**src/rtl/cdb_arbiter_pkg.sv**
```systemverilog
// Shared CDB types and widths.
// Imported by the arbiter, its result FIFOs and the bus interface. The reservation
// stations, map table and ROB import the same result/broadcast layouts.
package cdb_arbiter_pkg;

   localparam int unsigned ROB_TAG_W = 4;   // tag 0 reserved: no broadcast / value ready
   localparam int unsigned XLEN      = 32;

   typedef struct packed {
      logic [ROB_TAG_W-1:0] rob_tag;
      logic [XLEN-1:0]      value;
   } FU_RESULT;

   typedef struct packed {
      logic [ROB_TAG_W-1:0] rob_tag;
      logic [XLEN-1:0]      value;
   } CDB_DATA;

endpackage

```
**src/rtl/cdb_arbiter_if.sv**
```systemverilog
// Functional-unit result ports and CDB broadcast outputs.
//   fu_valid/fu_rob_tag/fu_value : per-unit completed result (driven by the units)
//   fu_ready                     : per-unit FIFO can accept this cycle
//   cdb                          : registered {rob_tag, value} broadcast
//   cdb_grant                    : one-hot source of the current cdb contents, 0 if idle
// master = functional-unit / consumer side, slave = arbiter side.
interface cdb_arbiter_if
   import cdb_arbiter_pkg::*;
#(
   parameter int unsigned NUM_FU = 4
) ();

   logic [NUM_FU-1:0]                fu_valid;
   logic [NUM_FU-1:0][ROB_TAG_W-1:0] fu_rob_tag;
   logic [NUM_FU-1:0][XLEN-1:0]      fu_value;
   logic [NUM_FU-1:0]                fu_ready;
   CDB_DATA                          cdb;
   logic [NUM_FU-1:0]                cdb_grant;

   modport master (
      output fu_valid, fu_rob_tag, fu_value,
      input  fu_ready, cdb, cdb_grant
   );

   modport slave (
      input  fu_valid, fu_rob_tag, fu_value,
      output fu_ready, cdb, cdb_grant
   );

endinterface

```
**src/rtl/cdb_arbiter_result_fifo.sv**
```systemverilog
// Per-unit result FIFO (module cdb_result_fifo).
//   clk, reset (async, active-low), clear (sync flush, priority over push/pop)
//   push/push_data : enqueue, ignored while full (even if popping this cycle)
//   pop            : dequeue, ignored while empty
//   empty/full     : decoded from the registered count only
//   head           : oldest entry
module cdb_result_fifo
   import cdb_arbiter_pkg::*;
#(
   parameter int unsigned DEPTH = 2
) (
   input  logic     clk,
   input  logic     reset,
   input  logic     clear,
   input  logic     push,
   input  FU_RESULT push_data,
   input  logic     pop,
   output logic     empty,
   output logic     full,
   output FU_RESULT head
);

   localparam int unsigned PTR_W = $clog2(DEPTH);
   localparam int unsigned CNT_W = PTR_W + 1;

   FU_RESULT         mem [DEPTH];
   logic [PTR_W-1:0] wr_ptr;
   logic [PTR_W-1:0] rd_ptr;
   logic [CNT_W-1:0] count;
   logic             push_ok;
   logic             pop_ok;

   assign empty   = (count == '0);
   assign full    = (count == CNT_W'(DEPTH));
   assign push_ok = push && !full;
   assign pop_ok  = pop && !empty;
   assign head    = mem[rd_ptr];

   always_ff @(posedge clk) begin
      if (push_ok && !clear) begin
         mem[wr_ptr] <= push_data;
      end
   end

   always_ff @(posedge clk or negedge reset) begin
      if (!reset) begin
         wr_ptr <= '0;
         rd_ptr <= '0;
         count  <= '0;
      end else if (clear) begin
         wr_ptr <= '0;
         rd_ptr <= '0;
         count  <= '0;
      end else begin
         if (push_ok) wr_ptr <= wr_ptr + 1'b1;
         if (pop_ok)  rd_ptr <= rd_ptr + 1'b1;
         case ({push_ok, pop_ok})
            2'b10:   count <= count + 1'b1;
            2'b01:   count <= count - 1'b1;
            default: count <= count;
         endcase
      end
   end

endmodule

```
**src/rtl/cdb_arbiter.sv**
```systemverilog
// CDB transmitter: buffers each functional unit's results in its own FIFO and
// broadcasts at most one result per cycle, round-robin across units.
//   clk    : clock, rising edge
//   reset  : asynchronous, active-low
//   squash : synchronous flush of all FIFOs, cdb, cdb_grant and rr_ptr
//   bus    : cdb_arbiter_if.slave (fu_valid/fu_rob_tag/fu_value in, fu_ready/cdb/cdb_grant out)
module cdb_arbiter
   import cdb_arbiter_pkg::*;
#(
   parameter int unsigned NUM_FU     = 4,
   parameter int unsigned FIFO_DEPTH = 2
) (
   input  logic         clk,
   input  logic         reset,
   input  logic         squash,
   cdb_arbiter_if.slave bus
);

   localparam int unsigned RR_W = (NUM_FU > 1) ? $clog2(NUM_FU) : 1;

   logic [RR_W-1:0]   rr_ptr;
   logic [RR_W-1:0]   gnt_idx;
   logic [RR_W-1:0]   cand;
   logic [RR_W-1:0]   rr_next;
   logic              found;
   logic [NUM_FU-1:0] fifo_empty;
   logic [NUM_FU-1:0] fifo_full;
   logic [NUM_FU-1:0] pop;
   FU_RESULT          push_data [NUM_FU];
   FU_RESULT          fifo_head [NUM_FU];

   for (genvar i = 0; i < NUM_FU; i++) begin : g_fu
      assign push_data[i] = '{rob_tag: bus.fu_rob_tag[i], value: bus.fu_value[i]};
      assign pop[i]       = found && (gnt_idx == RR_W'(i));
      assign bus.fu_ready[i] = ~fifo_full[i];

      cdb_result_fifo #(.DEPTH(FIFO_DEPTH)) u_fifo (
         .clk       (clk),
         .reset     (reset),
         .clear     (squash),
         .push      (bus.fu_valid[i]),
         .push_data (push_data[i]),
         .pop       (pop[i]),
         .empty     (fifo_empty[i]),
         .full      (fifo_full[i]),
         .head      (fifo_head[i])
      );

      a_valid_tag_nonzero: assert property (@(posedge clk) disable iff (!reset)
         !(bus.fu_valid[i] && (bus.fu_rob_tag[i] == '0)));
   end

   // Scan rr_ptr, rr_ptr+1, ... modulo NUM_FU; modulo keeps non-power-of-2 NUM_FU correct.
   always_comb begin
      found   = 1'b0;
      gnt_idx = '0;
      cand    = '0;
      for (int unsigned k = 0; k < NUM_FU; k++) begin
         cand = RR_W'((32'(rr_ptr) + k) % NUM_FU);
         if (!found && !fifo_empty[cand]) begin
            found   = 1'b1;
            gnt_idx = cand;
         end
      end
      rr_next = (gnt_idx == RR_W'(NUM_FU - 1)) ? '0 : gnt_idx + 1'b1;
   end

   always_ff @(posedge clk or negedge reset) begin
      if (!reset) begin
         bus.cdb       <= '0;
         bus.cdb_grant <= '0;
         rr_ptr        <= '0;
      end else if (squash) begin
         bus.cdb       <= '0;
         bus.cdb_grant <= '0;
         rr_ptr        <= '0;
      end else if (found) begin
         bus.cdb.rob_tag <= fifo_head[gnt_idx].rob_tag;
         bus.cdb.value   <= fifo_head[gnt_idx].value;
         bus.cdb_grant   <= NUM_FU'(1) << gnt_idx;
         rr_ptr          <= rr_next;
      end else begin
         bus.cdb       <= '0;
         bus.cdb_grant <= '0;
      end
   end

endmodule

```
**src/flat_wrapper.sv**
```systemverilog
// flat-port wrapper written by rule: the top's interface ports become plain ports
module cdb_arbiter_flat import cdb_arbiter_pkg::*;
#(
   parameter int unsigned NUM_FU     = 4,
   parameter int unsigned FIFO_DEPTH = 2
)
  (clk, reset, squash, bus_fu_valid, bus_fu_rob_tag, bus_fu_value, bus_fu_ready, bus_cdb, bus_cdb_grant);
  cdb_arbiter_if #(.NUM_FU(NUM_FU)) bus_i ();
  input  logic clk;
  input  logic reset;
  input  logic squash;
  input wire logic [$bits(bus_i.fu_valid)-1:0] bus_fu_valid;
  input wire logic [$bits(bus_i.fu_rob_tag)-1:0] bus_fu_rob_tag;
  input wire logic [$bits(bus_i.fu_value)-1:0] bus_fu_value;
  output wire logic [$bits(bus_i.fu_ready)-1:0] bus_fu_ready;
  output wire logic [$bits(bus_i.cdb)-1:0] bus_cdb;
  output wire logic [$bits(bus_i.cdb_grant)-1:0] bus_cdb_grant;
  assign bus_i.fu_valid = bus_fu_valid;
  assign bus_i.fu_rob_tag = bus_fu_rob_tag;
  assign bus_i.fu_value = bus_fu_value;
  assign bus_fu_ready = bus_i.fu_ready;
  assign bus_cdb = bus_i.cdb;
  assign bus_cdb_grant = bus_i.cdb_grant;
  cdb_arbiter #(.NUM_FU(NUM_FU), .FIFO_DEPTH(FIFO_DEPTH)) u_core (.clk(clk), .reset(reset), .squash(squash), .bus(bus_i));
endmodule
```
**config.mk**
```make
export PLATFORM = sky130hd
export DESIGN_NAME = cdb_arbiter_flat
export DESIGN_NICKNAME = d
export VERILOG_FILES = /design/src/rtl/cdb_arbiter_pkg.sv /design/src/rtl/cdb_arbiter_if.sv /design/src/rtl/cdb_arbiter_result_fifo.sv /design/src/rtl/cdb_arbiter.sv /design/src/flat_wrapper.sv
export SDC_FILE = /design/constraint.sdc
export NUM_CORES = 1
export LEC_CHECK = 0
export ABC_CLOCK_PERIOD_IN_PS = 4400
export CAP_MARGIN = 25
export CORE_MARGIN = 2
export CORE_UTILIZATION = 54
export DETAILED_ROUTE_END_ITERATION = 12
export PLACE_DENSITY = 0.82
export SKIP_LAST_GASP = 1
export SLEW_MARGIN = 20
export SYNTH_ARGS = -nofsm -noshare
export SYNTH_HDL_FRONTEND = slang
export SYNTH_SLANG_ARGS = --single-unit
```
**constraint.sdc**
```tcl
create_clock -name clk -period 4.4 [get_ports clk]
set_input_delay 0.88 -clock clk [delete_from_list [all_inputs] [get_ports clk]]
set_output_delay 0.88 -clock clk [all_outputs]
set_load 0.03 [all_outputs]
```
# Word level (Yosys, flattened, before mapping)
# Memories as Yosys holds them, arrays and structs flattened.
# Cells that the tools add are included.
[word_totals] output_inout_bits=44 inputBits=151 memories=4 word_cells=175 ff_bits=58 ram_bits=288
[memory_table] name="u_core.g_fu[0].u_fifo.mem" depth=2 width=36 read_ports=1 rd_clocked_by_memory_dff=0 write_ports=1 line="cdb_arbiter_result_fifo.sv:26" text="FU_RESULT mem [DEPTH];"
[memory_table] name="u_core.g_fu[1].u_fifo.mem" depth=2 width=36 read_ports=1 rd_clocked_by_memory_dff=0 write_ports=1 line="cdb_arbiter_result_fifo.sv:26"
[memory_table] name="u_core.g_fu[2].u_fifo.mem" depth=2 width=36 read_ports=1 rd_clocked_by_memory_dff=0 write_ports=1 line="cdb_arbiter_result_fifo.sv:26"
[memory_table] name="u_core.g_fu[3].u_fifo.mem" depth=2 width=36 read_ports=1 rd_clocked_by_memory_dff=0 write_ports=1 line="cdb_arbiter_result_fifo.sv:26"
[op_classes] shifts=1 magnitude_cmp=5 bitwise_logic=5 n_addsub=20 mux=58 reduce_logical=51 eq_ne=15
[op_table] op="$mux W36" count=4
[op_table] op="$bmux W36 S2" count=1
[op_table] op="$mux W1" count=32
[op_table] op="$mux W2" count=11
[op_table] op="$eq A2 B2 Y1 const B" count=10
[op_table] op="$logic_and A1 B1 Y1" count=19
[op_table] op="$reduce_bool A2 Y1" count=9
[op_table] op="$pmux W2 S2" count=4
[op_table] op="$logic_not A1 Y1" count=14
[op_table] op="$add A2 B1 Y2 const B" count=6
[op_table] op="$lt A2 B3 Y1 const B" count=4
[op_table] op="$reduce_bool A3 Y1" count=4
[op_table] op="$eq A2 B1 Y1 const B" count=5
[op_table] op="$logic_not A2 Y1" count=5
[op_table] op="$add A1 B1 Y1 const B" count=8
[op_table] op="$bmux W1 S2" count=4
[op_table] op="$mux W4" count=2
[op_table] op="$sub A2 B1 Y2 const B" count=4
[op_table] op="$add A2 B2 Y2 const B" count=2
[op_table] op="$not A1 Y1" count=4
[op_table] op="$shl A1 B2 Y4 const A" count=1
[op_table] op="$ge A3 B3 Y1 const B" count=1
[op_table] op="$not A2 Y3" count=1

# Longest topological paths before layout
[logic_depth] ltp_word=18 mapped_depth=12

# Cells and area by module
# From an unflattened synthesis, not the netlist that was laid out.
[unflattened] cells_unflattened=751 area_unflattened_um2=13890.8
[modules_own_cells] module="cdb_result_fifo at u_core.g_fu[0].u_fifo ..." seq_area_each_um2=2262.2 cells_per_inst=138 n_inst=3 area_per_inst_um2=2820.2
[modules_own_cells] module="cdb_result_fifo at u_core.g_fu[1].u_fifo" seq_area_each_um2=2262.2 cells_per_inst=137 n_inst=1 area_per_inst_um2=2807.7
[modules_own_cells] module="cdb_arbiter" seq_area_each_um2=1051.0 cells_per_inst=200 n_inst=1 area_per_inst_um2=2622.5

# Worst setup path before layout
# Ideal clock, no wire load.
[synth_timing] path_kind="input -> register" from="input squash" to="memory u_core.g_fu[0].u_fifo.mem[1][0] (netlist bit) (enable)" t_arrival_ns=3.992 path_stages=3 required_ns=3.918 path_slack_ns=-0.074 cell_sequence="clkbuf_1 buf_1 nor3b_1"
[synth_between] elab_chain_cells=4
[synth_lines] item="start: declaration" line="flat_wrapper.sv:11" text="input logic squash;"
[synth_lines] item="$logic_not A1 Y1" line="cdb_arbiter_result_fifo.sv:40" text="if (push_ok && !clear) begin"
[synth_lines] item="$logic_and A1 B1 Y1" line="cdb_arbiter_result_fifo.sv:40"
[synth_lines] item="$mux W1" line="cdb_arbiter_result_fifo.sv:40"
[synth_lines] item="$mux W1 (not written as such)" line="cdb_arbiter_result_fifo.sv:41" text="mem[wr_ptr] <= push_data;"
[synth_lines] item="end: declaration" line="cdb_arbiter_result_fifo.sv:26"
# No other way between the ends.

# Worst setup path after layout
[layout_timing] from="register u_core.g_fu[2].u_fifo.count[0]" to="output bus_fu_ready[2]"
[layout_between] elab_chain_cells=2
[layout_lines] item="start: declaration" line="cdb_arbiter_result_fifo.sv:29" text="logic [CNT_W-1:0] count;"
[layout_lines] item="start signal: assignment" line="cdb_arbiter_result_fifo.sv:58" text="2'b10: count <= count + 1'b1;"
[layout_lines] item="start signal: assignment" line="cdb_arbiter_result_fifo.sv:59" text="2'b01: count <= count - 1'b1;"
[layout_lines] item="start signal: assignment" line="cdb_arbiter_result_fifo.sv:60" text="default: count <= count;"
[layout_lines] item="$eq A2 B2 Y1" line="cdb_arbiter_result_fifo.sv:34" text="assign full = (count == CNT_W'(DEPTH));"
[layout_lines] item="$not A1 Y1" line="cdb_arbiter.sv:35" text="assign bus.fu_ready[i] = ~fifo_full[i];"
[layout_lines] item="end: declaration" line="flat_wrapper.sv:15" text="output wire logic [$bits(bus_i.fu_ready)-1:0] bus_fu_ready;"
# No other way between the ends.

==> results.cfg <==
[outcome]
outcome = finished clean

[power_and_ir_drop]
switchingPower_mw = 4.077
p_int_mw = 7.239
p_per_area_mw_per_mm2 = 666.3
switching_share = 0.3603
seqPwrFrac = 0.372
power_leakage_nw = 5.873
peakVddDrop_v = 0.0004703
power_frac_comb = 0.374
clkPwrFrac = 0.253

[worst_setup_path]
crit_family = buffers and inverters
worstSetupPathType = flip-flop to output pin
start_kind = flip-flop
r2r_end = u_core.bus.cdb[19]$_DFF_PN0_
worstPathMaxFanout = 11
timing.rr.start = u_core.g_fu[3].u_fifo.count[0]$_DFFE_PN0P_
ff2ff_path_depth = 8
path_cells = nand2b_1, clkdlybuf4s50_1
slowest_stage = clkdlybuf4s50_1
slowest_delay_ns = 0.69
critPathRequiredTime_ns = 3.52
end_kind = output pin
arrival_ns = 1.94
reg2reg_slack_ns = 1.59
crit_buf_inv = 1

[clock_network]
cts_hold_buf = 0
clockBufferDepth = 3
cts_tree = done
cts_inserted_buffers = 35
clock-sinks = 346
clk_pin_slew_ns = 0.06
clk_latency_ns = 0.51
root_buffer = clkbuf_16
h-tree-depth = 2
cts_resized = 0
post_cts.repair.setup_buffers = 0

[global_routing]
grt_max_degree = 105
grt_pass1_vias = 7931
grt_pass1_wl_um = 45720
grt_use_total = 0.2309
antenna_found_initial = 2
grt-ovfl-total = 0

[timing]
period_share = 0.6407
fin_crit_ns = 2.819
slew_headroom = 0.4734
final-setup-viol-count = 0
tightestPinTransition_ns = 0.7899
hold_slack_ns = 0.3716
setup_slack_ns = 1.581
hold_viol = 0
maxSlewViolCount = 0
skew_ns = 0.01976
fmax_mhz = 354.7
rsz0062_at_grt = false

[floorplanning]
die_area_sq_mm = 0.02642
die_y_um = 162.5
start_util = 0.5437
core_area_sq_mm = 0.02496
io_pins = 195
num_rows = 58
die_x_um = 162.5

[route]
wl_per_cell_um = 22.01
wirelength_um = 30490
drtAntennaViolNets = 0
drc = 0
routed_via_density = 5.737
drt_iter0_drc = 700
vias = 7946
firstDrtPassIters = 6

[yosys]
synth-main-ff-cell = edfxtp_1
synth_mux_area_frac = 0.08518
synthArstFlopShare = 0.1676
netlist_instances = 835
synthAdderAreaFrac = 0.0009218
syn_area_per_cell_sq_um = 16.26
ys_ff_latch = 346
synth_cell_types = 42
synth_xor_area_frac = 0.008389
syn_nets = 987
synth-simple-area-share = 0.05208
synth_edf_count = 288
seq_area_frac_synth = 0.7441
synth_area_sq_mm = 0.01357
yosysWarningCount = 0
synth_top_family_by_area = compound AO/OA/AOI/OAI gates
synth_compound_area_frac = 0.08859

[flow_run]
max-cap-violations = 0

[cells_and_area]
nets = 1179
utilization = 0.6803
final_common_cell = edfxtp_1
drive_above_1_share = 0.1206
area_growth_syn_to_layout_pct = 25.12
layout_common_cells = edfxtp_1 (288), clkdlybuf4s50_1 (193), mux2i_1 (75)
final_design_area_no_fill_sq_mm = 0.01698

[place]
io_buffers = 194
hpwl_um = 19590
placedInstanceArea_sq_mm = 0.01585
place_ws_ns = 1.468
gp_congestion = 0.9258

[worst_hold_path]
hp-class = primary input to async pin
-- synthesized netlist by cell type (all sizes together) (2+ instances only) --
master	number	share of area
a211o	36	0.023
nor2	25	0.0071
nor3b	7	0.0039
clkbuf	24	0.0066
dfrtp	58	0.11
mux2	36	0.030
xnor2	3	0.0019
nand2b	5	0.0023
a2111oi	2	0.0018
o21ai	5	0.0018
nor2b	36	0.017
a21oi	40	0.015
nand2	45	0.012
or4	3	0.0017
nor3	14	0.0060
edfxtp	288	0.64
xor2	10	0.0065
a211oi	38	0.021
nand3	2	0.00074
mux2i	75	0.055
inv	2	0.00055
o21bai	2	0.0011
o211ai	36	0.020
buf	33	0.014
-- power groups by stage --
stage	Combinational [mW]	Sequential (mW)	Clock (mW)
2_1_floorplan	2.70	4.41	0
3_3_place_gp	3.99	4.28	0
3_5_place_dp	4.16	4.27	0
4_1_cts	4.21	4.21	2.91
5_1_grt	4.55	4.25	3.02
6_report	4.23	4.21	2.87
-- worst max-delay path by stage --
stage	endpoint	cells past startpoint	slack (ns)	from
after floorplan	u_core.g_fu[0].u_fifo.mem[1][0]$_DFFE_PP_	3	-0.07	squash
after global placement	u_core.bus.cdb[35]$_DFF_PN0_	8	1.65	u_core.g_fu[3].u_fifo.count[0]$_DFFE_PN0P_
after detailed placement	u_core.bus.cdb[9]$_DFF_PN0_	8	1.47	u_core.g_fu[3].u_fifo.count[0]$_DFFE_PN0P_
after CTS	u_core.bus.cdb[19]$_DFF_PN0_	8	1.37	u_core.g_fu[3].u_fifo.count[0]$_DFFE_PN0P_
after global routing	u_core.bus.cdb[15]$_DFF_PN0_	8	1.38	u_core.g_fu[3].u_fifo.count[0]$_DFFE_PN0P_
final	bus_fu_ready[2]	2	1.58	u_core.g_fu[2].u_fifo.count[0]$_DFFE_PN0P_
-- stage by stage --
stage	instances	setup TNS (ns)	total power [mW]
final	1385	0	11.32
after global routing	1385	0	11.83
after CTS	1383	0	11.32
after detailed placement	1320	0	8.429
after global placement	1319	0	8.276
after floorplan	835	-10.63	7.110
-- state kept, by name, summed over array words and instances, names as in the netlist --
signal,flops
u_core.g_fu.u_fifo.mem,288
u_core.g_fu.u_fifo.rd_ptr,4
u_core.bus.cdb,36
u_core.g_fu.u_fifo.wr_ptr,4
u_core.bus.cdb_grant,4
u_core.rr_ptr,2
u_core.g_fu.u_fifo.count,8
-- cells by family (layout without fill, tap and decap cells) --
| logic type | count (synthesis) | after routing |
|---|---|---|
| xor+xnor | 13 | 13 |
| buf+inv | 59 | 277 |
| fa+ha+maj | 1 | 1 |
| flops | 346 | 346 |
| compound gates | 166 | 166 |
| mux | 111 | 111 |
| other cells | 0 | 2 |
| simple gates | 139 | 139 |
-- metal layers --
metal  part of all wire  global-route usage  vias to the layer above
met5                  0                   0                        -
met4              0.034             0.08367                        0
met3              0.070             0.03871                       63
met2               0.47              0.3621                      345
met1               0.42              0.3308                     3938
li1                   -                   -                     3600
-- area by class of cell --
class	instances	area, sq um
diodes	2	5.005
clock buffers	50	1035
clock inverters	13	92.59
fillers	1660	7981
inverters	2	12.51
multi-input cells	430	3237
flip-flops and latches	346	10100
well taps	330	412.9
repair buffers	212	2085
(Power assumes the default switching activity.)
